$ cat config.mk
export PLATFORM = sky130hd
export DESIGN_NAME = bmem_line_arbiter_flat
export DESIGN_NICKNAME = d
export VERILOG_FILES = /design/src/rtl/bmem_line_arbiter_if.sv /design/src/rtl/bmem_line_arbiter.sv /design/src/flat_wrapper.sv
export SDC_FILE = /design/constraint.sdc
export NUM_CORES = 1
export LEC_CHECK = 0
export ABC_AREA = 1
export CAP_MARGIN = 20
export CORE_AREA = 4 4 402 404
export CTS_CLUSTER_DIAMETER = 80
export CTS_CLUSTER_SIZE = 20
export DETAILED_ROUTE_END_ITERATION = 16
export DIE_AREA = 0 0 406 408
export GPL_ROUTABILITY_DRIVEN = 0
export GPL_TIMING_DRIVEN = 0
export PLACE_DENSITY = 0.48
export SETUP_SLACK_MARGIN = 0.1
export SYNTH_ARGS = -nofsm -noshare
export SYNTH_HDL_FRONTEND = slang
export SYNTH_SLANG_ARGS = --single-unit
$ cat constraint.sdc
create_clock -name clk -period 3.35 [get_ports clk]
set_input_delay 1.005 -clock clk [delete_from_list [all_inputs] [get_ports clk]]
set_output_delay 1.005 -clock clk [all_outputs]
set_load 0.05 [all_outputs]
$ cat src/rtl/bmem_line_arbiter_if.sv
// Signal bundle between the L1 caches, the line arbiter and the burst memory port.
// The master modport is the arbiter's view; slave is the surrounding caches/memory.
interface bmem_line_arbiter_if;
    logic [31:0]  p0_addr;
    logic         p0_read;
    logic         p0_resp;
    logic [255:0] p0_rdata;

    logic [31:0]  p1_addr;
    logic         p1_read;
    logic         p1_write;
    logic [255:0] p1_wdata;
    logic         p1_resp;
    logic [255:0] p1_rdata;

    logic [31:0]  bmem_addr;
    logic         bmem_read;
    logic         bmem_write;
    logic [63:0]  bmem_wdata;
    logic         bmem_ready;
    logic [31:0]  bmem_raddr;
    logic [63:0]  bmem_rdata;
    logic         bmem_rvalid;

    logic         err;

    modport master (
        input  p0_addr, p0_read, p1_addr, p1_read, p1_write, p1_wdata,
               bmem_ready, bmem_raddr, bmem_rdata, bmem_rvalid,
        output p0_resp, p0_rdata, p1_resp, p1_rdata,
               bmem_addr, bmem_read, bmem_write, bmem_wdata, err
    );

    modport slave (
        output p0_addr, p0_read, p1_addr, p1_read, p1_write, p1_wdata,
               bmem_ready, bmem_raddr, bmem_rdata, bmem_rvalid,
        input  p0_resp, p0_rdata, p1_resp, p1_rdata,
               bmem_addr, bmem_read, bmem_write, bmem_wdata, err
    );
endinterface

$ cat src/rtl/bmem_line_arbiter.sv
// Round-robin icache/dcache arbiter onto a 4-beat x 64-bit burst memory port.
// One line transaction in flight; protocol violations latch a sticky err.
module bmem_line_arbiter (
    input  logic                clk,
    input  logic                rst,
    bmem_line_arbiter_if.master bus
);
    localparam logic [2:0] S_IDLE     = 3'd0;
    localparam logic [2:0] S_RD_ISSUE = 3'd1;
    localparam logic [2:0] S_RD_WAIT  = 3'd2;
    localparam logic [2:0] S_WR_BEAT  = 3'd3;
    localparam logic [2:0] S_RESP     = 3'd4;

    logic [2:0]       state_q, state_d;
    logic [1:0]       cnt_q, cnt_d;
    logic             ptr_q, ptr_d;     // last granted port
    logic             port_q, port_d;
    logic             wr_q, wr_d;
    logic [31:0]      addr_q, addr_d;
    logic [3:0][63:0] wdata_q, wdata_d;
    logic [3:0][63:0] line_q, line_d;
    logic             err_q, err_d;

    logic p0_req, p1_req, gnt;
    logic resp0, resp1;

    always_comb begin
        p0_req  = bus.p0_read;
        p1_req  = bus.p1_read | bus.p1_write;
        gnt     = (p0_req && p1_req) ? ~ptr_q : p1_req;

        state_d = state_q;
        cnt_d   = cnt_q;
        ptr_d   = ptr_q;
        port_d  = port_q;
        wr_d    = wr_q;
        addr_d  = addr_q;
        wdata_d = wdata_q;
        line_d  = line_q;
        err_d   = err_q;

        case (state_q)
            S_IDLE: begin
                if (p0_req || p1_req) begin
                    port_d = gnt;
                    ptr_d  = gnt;
                    cnt_d  = 2'd0;
                    if (gnt) begin
                        addr_d = {bus.p1_addr[31:5], 5'b0};
                        wr_d   = bus.p1_write;
                        if (bus.p1_write) begin
                            wdata_d = bus.p1_wdata;
                            state_d = S_WR_BEAT;
                            if (bus.p1_read)
                                err_d = 1'b1;
                        end else begin
                            state_d = S_RD_ISSUE;
                        end
                    end else begin
                        addr_d  = {bus.p0_addr[31:5], 5'b0};
                        wr_d    = 1'b0;
                        state_d = S_RD_ISSUE;
                    end
                end
            end
            S_RD_ISSUE: begin
                if (bus.bmem_ready)
                    state_d = S_RD_WAIT;
            end
            S_RD_WAIT: begin
                // Beats tagged for another line are dropped, not stored.
                if (bus.bmem_rvalid) begin
                    if (bus.bmem_raddr == addr_q) begin
                        line_d[cnt_q] = bus.bmem_rdata;
                        cnt_d         = cnt_q + 2'd1;
                        if (cnt_q == 2'd3)
                            state_d = S_RESP;
                    end else begin
                        err_d = 1'b1;
                    end
                end
            end
            S_WR_BEAT: begin
                if (bus.bmem_ready) begin
                    cnt_d = cnt_q + 2'd1;
                    if (cnt_q == 2'd3)
                        state_d = S_RESP;
                end
            end
            S_RESP: begin
                state_d = S_IDLE;
            end
            default: begin
                state_d = S_IDLE;
            end
        endcase

        if (bus.bmem_rvalid && state_q != S_RD_WAIT)
            err_d = 1'b1;
    end

    always_ff @(posedge clk) begin
        if (rst) begin
            state_q <= S_IDLE;
            cnt_q   <= 2'd0;
            ptr_q   <= 1'b1;    // so the first contested grant goes to port 0
            port_q  <= 1'b0;
            wr_q    <= 1'b0;
            addr_q  <= 32'd0;
            wdata_q <= '0;
            line_q  <= '0;
            err_q   <= 1'b0;
        end else begin
            state_q <= state_d;
            cnt_q   <= cnt_d;
            ptr_q   <= ptr_d;
            port_q  <= port_d;
            wr_q    <= wr_d;
            addr_q  <= addr_d;
            wdata_q <= wdata_d;
            line_q  <= line_d;
            err_q   <= err_d;
        end
    end

    assign resp0 = (state_q == S_RESP) && !port_q;
    assign resp1 = (state_q == S_RESP) && port_q;

    assign bus.bmem_read  = (state_q == S_RD_ISSUE);
    assign bus.bmem_write = (state_q == S_WR_BEAT);
    assign bus.bmem_addr  = addr_q;
    assign bus.bmem_wdata = (state_q == S_WR_BEAT) ? wdata_q[cnt_q] : 64'd0;
    assign bus.p0_resp    = resp0;
    assign bus.p1_resp    = resp1;
    assign bus.p0_rdata   = resp0 ? line_q : '0;
    assign bus.p1_rdata   = (resp1 && !wr_q) ? line_q : '0;
    assign bus.err        = err_q;
endmodule

$ cat src/flat_wrapper.sv
// flat-port wrapper written by rule: the top's interface ports become plain ports
module bmem_line_arbiter_flat 
  (clk, rst, bus_p0_addr, bus_p0_read, bus_p1_addr, bus_p1_read, bus_p1_write, bus_p1_wdata, bus_bmem_ready, bus_bmem_raddr, bus_bmem_rdata, bus_bmem_rvalid, bus_p0_resp, bus_p0_rdata, bus_p1_resp, bus_p1_rdata, bus_bmem_addr, bus_bmem_read, bus_bmem_write, bus_bmem_wdata, bus_err);
  bmem_line_arbiter_if bus_i ();
  input  logic clk;
  input  logic rst;
  input wire logic [$bits(bus_i.p0_addr)-1:0] bus_p0_addr;
  input wire logic [$bits(bus_i.p0_read)-1:0] bus_p0_read;
  input wire logic [$bits(bus_i.p1_addr)-1:0] bus_p1_addr;
  input wire logic [$bits(bus_i.p1_read)-1:0] bus_p1_read;
  input wire logic [$bits(bus_i.p1_write)-1:0] bus_p1_write;
  input wire logic [$bits(bus_i.p1_wdata)-1:0] bus_p1_wdata;
  input wire logic [$bits(bus_i.bmem_ready)-1:0] bus_bmem_ready;
  input wire logic [$bits(bus_i.bmem_raddr)-1:0] bus_bmem_raddr;
  input wire logic [$bits(bus_i.bmem_rdata)-1:0] bus_bmem_rdata;
  input wire logic [$bits(bus_i.bmem_rvalid)-1:0] bus_bmem_rvalid;
  output wire logic [$bits(bus_i.p0_resp)-1:0] bus_p0_resp;
  output wire logic [$bits(bus_i.p0_rdata)-1:0] bus_p0_rdata;
  output wire logic [$bits(bus_i.p1_resp)-1:0] bus_p1_resp;
  output wire logic [$bits(bus_i.p1_rdata)-1:0] bus_p1_rdata;
  output wire logic [$bits(bus_i.bmem_addr)-1:0] bus_bmem_addr;
  output wire logic [$bits(bus_i.bmem_read)-1:0] bus_bmem_read;
  output wire logic [$bits(bus_i.bmem_write)-1:0] bus_bmem_write;
  output wire logic [$bits(bus_i.bmem_wdata)-1:0] bus_bmem_wdata;
  output wire logic [$bits(bus_i.err)-1:0] bus_err;
  assign bus_i.p0_addr = bus_p0_addr;
  assign bus_i.p0_read = bus_p0_read;
  assign bus_i.p1_addr = bus_p1_addr;
  assign bus_i.p1_read = bus_p1_read;
  assign bus_i.p1_write = bus_p1_write;
  assign bus_i.p1_wdata = bus_p1_wdata;
  assign bus_i.bmem_ready = bus_bmem_ready;
  assign bus_i.bmem_raddr = bus_bmem_raddr;
  assign bus_i.bmem_rdata = bus_bmem_rdata;
  assign bus_i.bmem_rvalid = bus_bmem_rvalid;
  assign bus_p0_resp = bus_i.p0_resp;
  assign bus_p0_rdata = bus_i.p0_rdata;
  assign bus_p1_resp = bus_i.p1_resp;
  assign bus_p1_rdata = bus_i.p1_rdata;
  assign bus_bmem_addr = bus_i.bmem_addr;
  assign bus_bmem_read = bus_i.bmem_read;
  assign bus_bmem_write = bus_i.bmem_write;
  assign bus_bmem_wdata = bus_i.bmem_wdata;
  assign bus_err = bus_i.err;
  bmem_line_arbiter u_core (.clk(clk), .rst(rst), .bus(bus_i));
endmodule
# Yosys cells after proc, flatten, opt, wreduce, memory -nomap -nowiden
# Cells that the tools add are included.
# totals
latch_bits	0
output_inout_bits	613
register_bits	553
inputBits	423
word_cells	89
ram_bits	0
mem_bits_ro	0
mem_count	0
# classes
mux	33
shifts	0
add_sub_neg	1
n_reduce_logical	18
n_bitwise	2
div_mod_pow	0
n_eq_ne	18
magnitude_cmp	2
n_mul	0
# op_table
cell	count
$mux 256	2
$bwmux 256	1
$mux 64	3
$bmux 64 s2	1
$demux 64 s2	1
$eq 32x32->1	1
$mux 32	1
$mux 3	6
$mux 2	6
$ne 3x2->1 const B	4
$pmux 3 s4	1
$reduce_and 5->1	2
$mux 1	9
$reduce_and 7->1	1
$eq 3x2->1 const B	2
$logic_and 1x1->1	6
$ne 2x2->1 const B	3
$ne 3x1->1 const B	2
$pmux 2 s3	1
$reduce_bool 3->1	2
$ne 2x1->1 const B	2
$reduce_and 4->1	1
$eq 3x1->1 const B	1
$eq 3x3->1 const B	1
other kinds (13)	14

# Logic depth before layout (Yosys ltp)
# depth
depth_word	7
ltp_mapped	14
depth_no_buf	14

# Worst setup path after synthesis
# No wires, ideal clock.
# synth_path
path_kind	reg-to-output
startpoint	register u_core.state_q[1]
endpoint	output port bus_p1_rdata[215]
required_time_ns	2.345
slack_ns	-0.204
t_arrival_ns	2.549
stages_incl_launch_ff	8
n_path_buf	2
cell_sequence	dfxtp_1 -> inv_1 -> nand3_1 -> nor2_1 -> nand2_1 -> clkbuf_1 -> clkbuf_1 -> nor2_1
# synth_via
elab_chain_cells	4
# synth_rtl
element	line_no	text
from (decl)	bmem_line_arbiter.sv:14	logic [2:0] state_q, state_d;
from (signal assigned)	bmem_line_arbiter.sv:114	state_q <= state_d;
$eq 3x3->1	bmem_line_arbiter.sv:127	assign resp1 = (state_q == S_RESP) && port_q;
$logic_and 1x1->1	bmem_line_arbiter.sv:127	
named net bus_p1_resp	flat_wrapper.sv:19	output wire logic [$bits(bus_i.p1_resp)-1:0] bus_p1_resp;
$logic_and 1x1->1	bmem_line_arbiter.sv:136	assign bus.p1_rdata = (resp1 && !wr_q) ? line_q : '0;
$mux 256	bmem_line_arbiter.sv:136	
to (decl)	flat_wrapper.sv:20	output wire logic [$bits(bus_i.p1_rdata)-1:0] bus_p1_rdata;
# The timed path passes the listed nets, and every way through them passes these cells.

# Worst setup path in the final report
# layout_path
startpoint	register u_core.cnt_q[0]
endpoint	output port bus_bmem_wdata[59]
# layout_via
elab_chain_cells	3
# layout_rtl
element	line_no	text
from (decl)	bmem_line_arbiter.sv:15	logic [1:0] cnt_q, cnt_d;
from (signal assigned)	bmem_line_arbiter.sv:115	cnt_q <= cnt_d;
$bmux 64 s2	bmem_line_arbiter.sv:132	assign bus.bmem_wdata = (state_q == S_WR_BEAT) ? wdata_q[cnt_q] : 64'd0;
$mux 64 (not written as such)	bmem_line_arbiter.sv:132	
$mux 64	bmem_line_arbiter.sv:132	
to (decl)	flat_wrapper.sv:24	output wire logic [$bits(bus_i.bmem_wdata)-1:0] bus_bmem_wdata;
# Every way passes these cells. The select of a mux whose other input is x is not followed.

==> out/qor.csv <==
stage;metric;value;unit
floorplan;die_area;0.1656;mm2
yosys;synth_area_leaders;dfxtp_1 42%, nor2_1 19%, o21ai_0 7.8%;
floorplan;core.rowCount;146;
grt;grt-ovfl-total;0;
layout;nets;5575;
clock_network;clockBufferDepth;3;
sta;final.setup.worst_slack;-212.7;ps
grt;grt_pass1_vias;31850;
power;p_int;14080;uW
layout;synthToLayoutAreaGrowth;72.40;%
yosys;synth_warnings;0;
layout;fill_cells;17420;
yosys;ys_ff_latch;548;
yosys;synth_top_cell_area_share;42.28;%
sta;fin_crit;3563;ps
drt;final_antenna_net_count;0;
grt;grt_start_max_net_pins;21;
sta;fin_tns_setup;-10960;ps
drt;dr.pass1.iters;5;
yosys;ys.flop_type;dfxtp_1;
critical_path;reg2reg_depth;10;
sta;min_period_over_period;106.3;%
drt;vias;31980;
critical_path;r2r_slack;120;ps
sta;tightest_slew;1109;ps
critical_path;crit_path_end_kind;output port;
yosys;synth.top_cells.by_count;1315 x nor2_1, 548 x dfxtp_1, 403 x o21ai_0, 366 x a21oi_1, 361 x nand2_1;
power;p_leak;0.01646;uW
sta;slew_violations;0;
power;p_clk_share;26.8;%
yosys;synth_most_common_cell;nor2_1;
critical_path;r2r-start;u_core.cnt_q[0];
clock_network;clk-insertion-delay-late;650;ps
sta;hold_viol;0;
grt;grt_pass1_wl;251.1;mm
yosys;synth_cell_types;26;
critical_path;startpoint_type;register;
floorplan;die_w;406;um
yosys;seq_area_frac_synth;42.28;%
sta;fin_skew;34.45;ps
sta;fmax;0.2807;GHz
clock_network;clk_pin_slew;70;ps
power;switching_power;10160;uW
grt;grtUsageTotal;21.33;%
critical_path;cp_max_fo;11;
power;power_density;542.0;mW/mm2
drt;dr.first_iter.drc_count;2429;
sta;rsz0062_at_grt;true;
yosys;syn_area_per_cell;6.536;um2
floorplan;ioPinCount;1036;
clock_network;clock_sinks;548;
critical_path;worstSetupPathType;reg -> out;
clock_network;postCtsHoldBufs;0;
floorplan;die_h;408;um
yosys;async_flop_share;0;%
grt;grt_antenna_before_repair;40;
yosys;yosysTopAreaCell;dfxtp_1;
yosys;synth_edf_count;0;
yosys;netlist_area;0.02595;mm2
clock_network;h-tree-depth;2;
drt;drt-total-wl;186.0;mm
placed_design;post-dp-hpwl;153.3;mm
power;power_frac_seq;32.3;%
job;cap_violations;0;
drt;post_drt_wl_per_cell;25.57;um
layout;regArea;0.01099;mm2
worst_hold_path;worstHoldPathType;reg -> reg;
sta;max_slew_margin;26.06;%
critical_path;arrival;2560;ps
critical_path;r2r_end;u_core.line_q[35];
placed_design;io_buffers;1020;
floorplan;core_area;0.1578;mm2
worst_hold_path;hold_end;u_core.line_q[232];
power;ir_drop;0.3247;mV
clock_network;cts_root_buf;clkbuf_16;
worst_hold_path;worstHoldPathCells;2;
layout;multiInputGateArea;0.01395;mm2
worst_hold_path;hp-start;u_core.line_q[232];
status;violations;negative setup slack;
yosys;synthCells;3970;
power;p_sw_share;41.91;%
clock_network;cts_buffers;48;
critical_path;required;2340;ps
sta;finalSetupViolCount;204;
drt;drc;0;
drt;vias_per_cell;4.397;
power;power;24240;uW
clock_network;cts_tree;yes;
power;p_comb_share;40.9;%
layout;layout-drive-gt1-share;24.47;%
floorplan;floorplan.initialDensity;16.44;%
status;status;finished, violations left;
## worst max-delay path: stages, from the launching register on
cell,delay [ps]
dfxtp_4,420
buf_12,130
inv_12,40
clkbuf_16,140
buf_4,130
clkbuf_8,190
o21ai_1,430
a21oi_2,160
clkbuf_4,260
## power by group through the flow
stage	clock, uW	sequential, uW	combinational [uW]
6_report	6500	7830	9910
4_1_cts	6670	7810	9870
5_1_grt	6880	7920	10700
3_5_place_dp	0	7920	8080
3_3_place_gp	0	7920	8020
2_1_floorplan	0	8200	4070
## per-stage QoR
stage	hold WS, ps	setup WS [ps]	utilization (%)	cells	area, um2
finish	462.2	-212.7	28.34	7272	44730
global route	471.2	-257.5	28.33	7263	44710
CTS	463.7	-337.2	27.99	7241	44170
detailed placement	451.8	-1893	24.74	7071	39040
global placement	447.4	-1867	24.67	7066	38940
floorplan	441.0	38.46	-	3974	26140
## timing repair
item / CTS / global route
cloned: 11 / 5
pin swaps: 57 / 10
buffers inserted: 72 / 11
setup endpoints to repair: 774 / 820
resized for setup: 3253 / 1128
## worst max path at each step
stage | from | endpoint | slack (ps) | depth (start not counted)
after floorplan | u_core.state_q[1] | bus_p1_rdata[215] | 40 | 7
after global placement | u_core.cnt_q[0] | bus_bmem_wdata[59] | -1870 | 6
after detailed placement | u_core.cnt_q[0] | bus_bmem_wdata[59] | -1890 | 6
after CTS | u_core.cnt_q[0] | bus_bmem_wdata[59] | -340 | 8
after global routing | u_core.cnt_q[0] | bus_bmem_wdata[51] | -260 | 11
final | u_core.cnt_q[0] | bus_bmem_wdata[59] | -210 | 8
## per-layer routing
metal  up-vias  track usage, %  share of wire [%]
li1      15140               -                  -
met1     15150           24.09                 38
met2      1331           37.39                 49
met3       328           5.429                7.7
met4        32           9.983                5.7
met5         -               0               0.11
## flip-flops by register name, summed over array words and instances, names as in the netlist
register / flops
u_core.state_q: 3
u_core.cnt_q: 2
u_core.bus.bmem_addr: 27
u_core.line_q: 256
u_core.wdata_q: 256
u_core.bus.err: 1
u_core.wr_q: 1
u_core.ptr_q: 1
u_core.port_q: 1
## cell usage in the layout (no fill, tap or decap), types with 5 or more instances in the layout
master | netlist | routed
nor2_1 | 1315 | 1025
dfxtp_1 | 548 | 543
clkdlybuf4s50_1 | 0 | 440
nand2_1 | 361 | 359
o21ai_0 | 403 | 349
a21oi_1 | 366 | 330
inv_1 | 313 | 309
buf_6 | 25 | 296
nand4_1 | 261 | 261
clkbuf_1 | 264 | 171
nor2_2 | 0 | 153
nor2_4 | 2 | 139
buf_2 | 33 | 131
buf_4 | 6 | 129
clkbuf_16 | 0 | 94
buf_8 | 0 | 67
clkbuf_2 | 0 | 53
o21ai_1 | 3 | 40
a21oi_2 | 0 | 34
buf_12 | 0 | 33
dlygate4sd2_1 | 0 | 28
clkbuf_8 | 0 | 24
clkdlybuf4s15_2 | 0 | 20
o21ai_2 | 0 | 17
diode_2 | 0 | 15
clkbuf_4 | 0 | 15
xnor2_1 | 12 | 11
a221oi_1 | 11 | 11
clkdlybuf4s15_1 | 0 | 10
inv_6 | 0 | 9
nand3_1 | 9 | 8
inv_12 | 0 | 6
inv_8 | 0 | 6
xor2_1 | 5 | 5
conb_1 | 1 | 5
## cell families (layout without fill, tap and decap cells)
kind of cell	after synthesis	after routing	synth area share [%]
AND/OR/NAND/NOR	1956	1956	31.14
XOR/XNOR	17	17	0.5738
adder cells (fa/ha/maj)	4	4	0.1929
buffers and inverters	660	1871	10.52
flip-flops	548	548	42.28
AO/OA/AOI/OAI	784	784	15.29
other	1	20	0.01445
## layout make-up
| class | count | area share [%] |
|---|---|---|
| timing repair buffer | 1124 | 25.49 |
| clock buffer | 52 | 2.808 |
| tap | 2072 | 5.795 |
| clock inverter | 35 | 1.150 |
| multi-input combinational | 2766 | 31.20 |
| sequential | 548 | 24.56 |
| antenna | 15 | 0.08391 |
| inverter | 316 | 2.702 |
| buffer | 344 | 6.212 |
Power figures use the tool's default switching activity.
